[config.mk]
export PLATFORM = sky130hd
export DESIGN_NAME = baud_gen_frac
export DESIGN_NICKNAME = d
export VERILOG_FILES = /design/src/rtl/baud_gen_frac.sv
export SDC_FILE = /design/constraint.sdc
export NUM_CORES = 1
export LEC_CHECK = 0
export CAP_MARGIN = 20
export CORE_ASPECT_RATIO = 1.1
export CORE_UTILIZATION = 29
export DETAILED_ROUTE_END_ITERATION = 10
export GPL_ROUTABILITY_DRIVEN = 0
export GPL_TIMING_DRIVEN = 0
export PLACE_DENSITY = 0.44
export SYNTH_ARGS = -nofsm -noshare
export SYNTH_HDL_FRONTEND = slang
export SYNTH_SLANG_ARGS = --single-unit
[constraint.sdc]
create_clock -name clk -period 3.35 [get_ports clk]
set_input_delay 0.5025 -clock clk [delete_from_list [all_inputs] [get_ports clk]]
set_output_delay 0.5025 -clock clk [all_outputs]
set_load 0.05 [all_outputs]
[src/rtl/baud_gen_frac.sv]
// Fractional baud-rate generator: oversample tick, bit tick and bit-centre tick
// derived from a table or custom D + F/2^FRAC_W clock divisor.
module baud_gen_frac #(
  parameter int unsigned CNT_W      = 14,
  parameter int unsigned FRAC_W     = 4,
  parameter int unsigned OVERSAMPLE = 16
) (
  input  logic              clk,
  input  logic              rst,
  input  logic              enable,
  input  logic [2:0]        baud_select,
  input  logic              use_custom,
  input  logic              div_load,
  input  logic [CNT_W-1:0]  div_int,
  input  logic [FRAC_W-1:0] div_frac,
  input  logic              resync,
  output logic              sample_enable,
  output logic              bit_tick,
  output logic              mid_tick
);

  localparam int unsigned PH_W = $clog2(OVERSAMPLE);
  localparam logic [PH_W-1:0] PH_LAST = PH_W'(OVERSAMPLE - 1);
  localparam logic [PH_W-1:0] PH_MID  = PH_W'(OVERSAMPLE / 2 - 1);
  localparam logic [CNT_W-1:0] RST_DIV = CNT_W'(26);

  // Divisor table for a 50 MHz clock at 16x oversampling.
  function automatic logic [CNT_W-1:0] table_div(input logic [2:0] sel);
    logic [CNT_W-1:0] d;
    case (sel)
      3'd0:    d = CNT_W'(10416);
      3'd1:    d = CNT_W'(2603);
      3'd2:    d = CNT_W'(650);
      3'd3:    d = CNT_W'(325);
      3'd4:    d = CNT_W'(162);
      3'd5:    d = CNT_W'(80);
      3'd6:    d = CNT_W'(53);
      default: d = CNT_W'(26);
    endcase
    return d;
  endfunction

  logic [CNT_W-1:0]  cust_int_q, cust_int_d;
  logic [FRAC_W-1:0] cust_frac_q, cust_frac_d;
  logic [CNT_W-1:0]  pend_int_q, pend_int_d;
  logic [FRAC_W-1:0] pend_frac_q, pend_frac_d;
  logic [CNT_W-1:0]  cnt_q, cnt_d;
  logic              ext_q, ext_d;
  logic [FRAC_W-1:0] acc_q, acc_d;
  logic [PH_W-1:0]   phase_q, phase_d;
  logic              se_q, se_d;
  logic              bit_q, bit_d;
  logic              mid_q, mid_d;
  logic [FRAC_W:0]   acc_sum;

  // ext_q holds the one-cycle carry extension so the counter never needs D+1.
  always_comb begin
    cust_int_d  = cust_int_q;
    cust_frac_d = cust_frac_q;
    cnt_d       = cnt_q;
    ext_d       = ext_q;
    acc_d       = acc_q;
    phase_d     = phase_q;
    se_d        = 1'b0;
    bit_d       = 1'b0;
    mid_d       = 1'b0;
    acc_sum     = {1'b0, acc_q} + {1'b0, pend_frac_q};

    if (div_load) begin
      cust_int_d  = div_int;
      cust_frac_d = div_frac;
    end
    pend_int_d  = use_custom ? cust_int_q : table_div(baud_select);
    pend_frac_d = use_custom ? cust_frac_q : '0;

    if (resync) begin
      cnt_d   = pend_int_q;
      ext_d   = 1'b0;
      acc_d   = '0;
      phase_d = '0;
    end else if (enable) begin
      if (cnt_q != '0) begin
        cnt_d = cnt_q - CNT_W'(1);
      end else if (ext_q) begin
        ext_d = 1'b0;
      end else begin
        se_d    = 1'b1;
        bit_d   = (phase_q == PH_LAST);
        mid_d   = (phase_q == PH_MID);
        phase_d = phase_q + PH_W'(1);
        acc_d   = acc_sum[FRAC_W-1:0];
        ext_d   = acc_sum[FRAC_W];
        cnt_d   = pend_int_q;
      end
    end
  end

  always_ff @(posedge clk or negedge rst) begin
    if (!rst) begin
      cust_int_q  <= '0;
      cust_frac_q <= '0;
      pend_int_q  <= RST_DIV;
      pend_frac_q <= '0;
      cnt_q       <= RST_DIV;
      ext_q       <= 1'b0;
      acc_q       <= '0;
      phase_q     <= '0;
      se_q        <= 1'b0;
      bit_q       <= 1'b0;
      mid_q       <= 1'b0;
    end else begin
      cust_int_q  <= cust_int_d;
      cust_frac_q <= cust_frac_d;
      pend_int_q  <= pend_int_d;
      pend_frac_q <= pend_frac_d;
      cnt_q       <= cnt_d;
      ext_q       <= ext_d;
      acc_q       <= acc_d;
      phase_q     <= phase_d;
      se_q        <= se_d;
      bit_q       <= bit_d;
      mid_q       <= mid_d;
    end
  end

  assign sample_enable = se_q;
  assign bit_tick      = bit_q;
  assign mid_tick      = mid_q;

endmodule

## Word-level counts from Yosys, hierarchy flattened

Cells that the tools add are included.

- Bits in registers: 62
- Output and inout port bits: 3
- Input port bits: 27

- Equal/unequal tests: 11
- Multiplexer cells: 31
- Reduce and logical (&&, ||, !) cells: 6
- Add/sub/neg operators: 3

Operators with widths:

| cell | count |
|---|---|
| $pmux W14 S7 | 1 |
| $mux W14 | 5 |
| $mux W4 | 9 |
| $mux W1 | 16 |
| $reduce_bool A14 Y1 | 1 |
| $sub A14 B1 Y14 const B | 1 |
| $eq A3 B3 Y1 const B | 3 |
| $eq A3 B2 Y1 const B | 2 |
| $add A4 B4 Y5 | 1 |
| $add A4 B1 Y4 const B | 1 |
| $eq A4 B3 Y1 const B | 1 |
| $eq A4 B4 Y1 const B | 1 |
| $ne A2 B2 Y1 const B | 2 |
| $reduce_and A2 Y1 | 2 |
| $eq A3 B1 Y1 const B | 1 |
| $logic_not A3 Y1 | 1 |
| $ne A3 B2 Y1 const B | 1 |
| $reduce_and A3 Y1 | 1 |
| $reduce_bool A2 Y1 | 1 |

## Depth between registers and ports, before layout

- Depth after elaboration: 5
- Gate-level depth with buffers: 9
- Depth with buffers taken out: 8

## Worst setup path after synthesis

Ideal clock, no wire load.

- Path type: register to register
- From: register cnt_q[0]
- To: register cnt_q[13]
- Data required time: 3.224 ns
- Clock period less this slack: 2.520 ns
- Stages on the path, launching flop included: 10
- Arrival: 2.394 ns
- Path slack: 0.830 ns
- Library setup time: 0.126 ns
- Path through: dfrtp_1 -> inv_1 -> ha_1 -> or3b_2 -> or4_1 -> buf_2 -> and2_4 -> buf_6 -> o32a_1 -> o311a_1

- Word-level cells in the longest chain between the ends: 4

Ends and longest elaborated chain:

| element | RTL line | text |
|---|---|---|
| start: declaration | 47 | `logic [CNT_W-1:0] cnt_q, cnt_d;` |
| start signal: assignment | 116 | `cnt_q <= cnt_d;` |
| $sub A14 B1 Y14 or $reduce_bool A14 Y1 (tied branches) | 83, 82 |  |
| $mux W14 | 82 | `if (cnt_q != '0) begin` |
| $mux W14 | 81 | `end else if (enable) begin` |
| $mux W14 | 76 | `if (resync) begin` |

Parallel ways exist; a longest one is shown, timed or not. The select of a mux whose other input is x is not followed.
A chain may end at the register's enable or synchronous reset.

## Worst setup path in the final report

- From: register cnt_q[0]
- To: register ext_q

- Word-level cells in the longest chain between the ends: 3

Ends and longest elaborated chain:

| element | RTL line | text |
|---|---|---|
| $reduce_bool A14 Y1 | 82 |  |
| $ne A2 B2 Y1 (no line) | -- |  |
| $reduce_and A2 Y1 (no line) | -- |  |
| end signal: assignment | 117 | `ext_q <= ext_d;` |
| end: declaration | 48 | `logic ext_q, ext_d;` |

No other way between the ends.

==> flow_summary.toml <==
[setup_path]
cp.required_ns = 3.61
cpPeakStageDelay_ns = 0.78
path_cells = "inv_1 > ha_1 > or3b_2 > nor4_2 > nand2_1 > or3_1 > a21oi_1"
crit_path_end_kind = "register"
path_delay_family = "simple AND/OR/NAND/NOR gates"
cp_num_buf_inv = 1
critPathArrivalTime_ns = 3.00
crit_type = "register to register"
cp_max_fo = 8
cp-start-kind = "register"
slowest_stage = "nor4_2"

[clocking]
cts_resized = 0
cts_max_level = 3
clock_latency_ns = 0.33
postCtsSetupRepairBufs = 0
cts-root-buf = "clkbuf_8"
cts_tree = "built"
cts_sinks = 62
clockBufferDepth = 2
cts_buffers = 9
path_clk_slew_ns = 0.07
ctsHoldBuffers = 0

[sta]
relSlewSlack = 0.422
slew_viol_final = 0
fin_ws_ns = 0.608
max_freq_ghz = 0.365
setup_viol = 0
tightest_slew_ns = 0.860
rsz0062_at_grt = "no"
period_minus_slack_ns = 2.74
holdWs_ns = 0.246
hold_violations = 0
period_share = 0.818
fin_skew_ns = 0.00884

[drt]
totalWireLength_um = 6580
via_count = 2150
ant_nets = 0
drt-vias-per-instance = 4.93
drc_errors = 0
wl_per_cell_um = 15.1
drtIter0Drc = 91
first_pass_iters = 4

[synthesis]
synthCells = 276
synth_area_um2 = 2990
synth_compound_area_frac = 0.125
synth_largest_area_cell = "dfrtp_1"
async_flop_share = 1.00
synth_xor_area_frac = 0.0352
synth_warnings = 0
synth_top_family_by_area = "simple AND/OR/NAND/NOR gates"
yosys.area_share.adder = 0.0318
syn_nets = 310
synth_edf_count = 0
synthMuxAreaShare = 0.0925
syn_area_per_cell_um2 = 10.8
ys_seq_area_frac = 0.522
yosysTopAreaCellShare = 0.469
ys_ff_latch = 62
synthFlopType = "dfrtp_1"
synthSimpleGateAreaFrac = 0.157
ys_top_cells_by_area = "dfrtp_1 (47%), mux2_2 (7.9%), dfstp_2 (5.3%)"
synth_cell_type_count = 55

[place]
pre_cts_slack_ns = 0.499
dpl.hpwl_um = 4550
place_area_um2 = 3380
dp_cells = 420
io_buffers = 24

[global_routing]
antenna_found_initial = 0
grt_pass1_vias = 2183
grt_pass1_wl_um = 11000
track_usage = 0.135
grt_max_degree = 63
overflow = 0

[final_layout]
fillCellCount = 1015
fin_nets = 345
area_growth_pct = 19.8
drive_above_1_share = 0.171
final-instance-count-excl-fill = 436
antennaDiodeCount = 0
fin_area_um2 = 3580

[hold_path]
hold_class = "input pin to async pin"

[pwr]
vdd_drop_max_uv = 184
power.leakage_nw = 1.50
p_per_area_nw_per_um2 = 500

[floorplanning]
core_um2 = 9940
ios = 30
start_util = 0.301
fp.dieH_um = 108
die_w_um = 98.8
rows = 38
dieArea_um2 = 10700

[status]
status = "completed"

[run]
drv_cap = 0
[worst paths after layout]
path / from / endpoint / slack [ns] / cells past startpoint
max: cnt_q[0] / ext_q / 0.61 / 7
min: rst / cust_frac_q[2] / 0.25 / 1
max reg2reg: cnt_q[0] / ext_q / 0.61 / 7
min reg2reg: pend_int_q[4] / cnt_q[4] / 0.47 / 2
max in group asynchronous: rst / cust_int_q[4] / 2.59 / 1
min in group clk: pend_int_q[4] / cnt_q[4] / 0.47 / 2
[layout by cell type, fill, tap and decap left out, types with 8 or more instances in the layout]
cell type        Yosys  routed
mux2_2              21      21
o21ai_0              8       8
clkdlybuf4s50_1      0      23
nand2_1             21      21
clkbuf_8             0      11
a21oi_1             10      10
inv_1               10      10
clkbuf_1            13      15
dfrtp_1             56      56
nor2_1              27      27
[stage by stage]
step | setup TNS [ns] | power [mW] | utilization
floorplan | 0 | 1.03 | -
global placement | -21.91 | 1.13 | 0.340
detailed placement | 0 | 1.13 | 0.340
CTS | 0 | 1.82 | 0.360
global route | 0 | 1.89 | 0.360
finish | 0 | 1.79 | 0.360
[area by class of cell]
cell class                      count  area, um^2  area share
Buffer                             17        73.8      0.0206
Clock buffer                       13         159      0.0444
Clock inverter                      3        45.0      0.0126
Inverter                           10        37.5      0.0105
Multi-Input combinational cell    187        1320       0.368
Sequential cell                    62        1560       0.435
Tap cell                          120         150      0.0419
Timing Repair Buffer               24         238      0.0664
[registers in the layout, indices dropped and copies added, names as in the netlist]
register	flops
acc_q	4
cust_frac_q	4
cnt_q	14
pend_frac_q	4
cust_int_q	14
ext_q	1
sample_enable	1
bit_tick	1
pend_int_q	14
mid_tick	1
phase_q	4
[worst register-to-register path: stages (launching register included)]
cell	delay, ns
dfrtp_1	0.43
inv_1	0.08
ha_1	0.16
or3b_2	0.53
nor4_2	0.78
nand2_1	0.17
or3_1	0.37
a21oi_1	0.15
[report_power, final]
part	switching, mW	internal, mW
Combinational	0.123	0.115
Sequential	0.0517	0.825
Clock	0.290	0.385
Total	0.465	1.32
[cells in the mapped netlist (all sizes together), types with 2 or more instances]
master and count:
mux2 21, a31oi 4, xnor2 6, mux2i 4, a211oi 3, a32oi 2, or4b 2, a21oi 11
clkbuf 13, and2 7, dfrtp 56, inv 10, or3 3, a21o 3, a21boi 2, nor4 7
xor2 6, nor3 4, o21ai 9, o32a 3, o211ai 2, nor2 27, dfstp 6, buf 4
ha 6, a22o 2, nand2 21, o2bb2ai 2, and3 5, or4 4, nand4 4
[layer usage]
layer,track usage,share of wire,vias to the layer above
met3,0.0323,0.053,7
li1,-,-,1069
met4,0.0586,0.012,0
met5,0,0,-
met2,0.213,0.46,54
met1,0.176,0.48,1020
[cells by family (layout without fill, tap and decap cells)]
family / after synthesis / count (layout)
simple gates: 90 / 90
flops: 62 / 62
compound gates: 53 / 53
buf+inv: 27 / 67
mux: 25 / 25
xor+xnor: 12 / 12
fa+ha+maj: 7 / 7
Power figures use the tool's default switching activity.
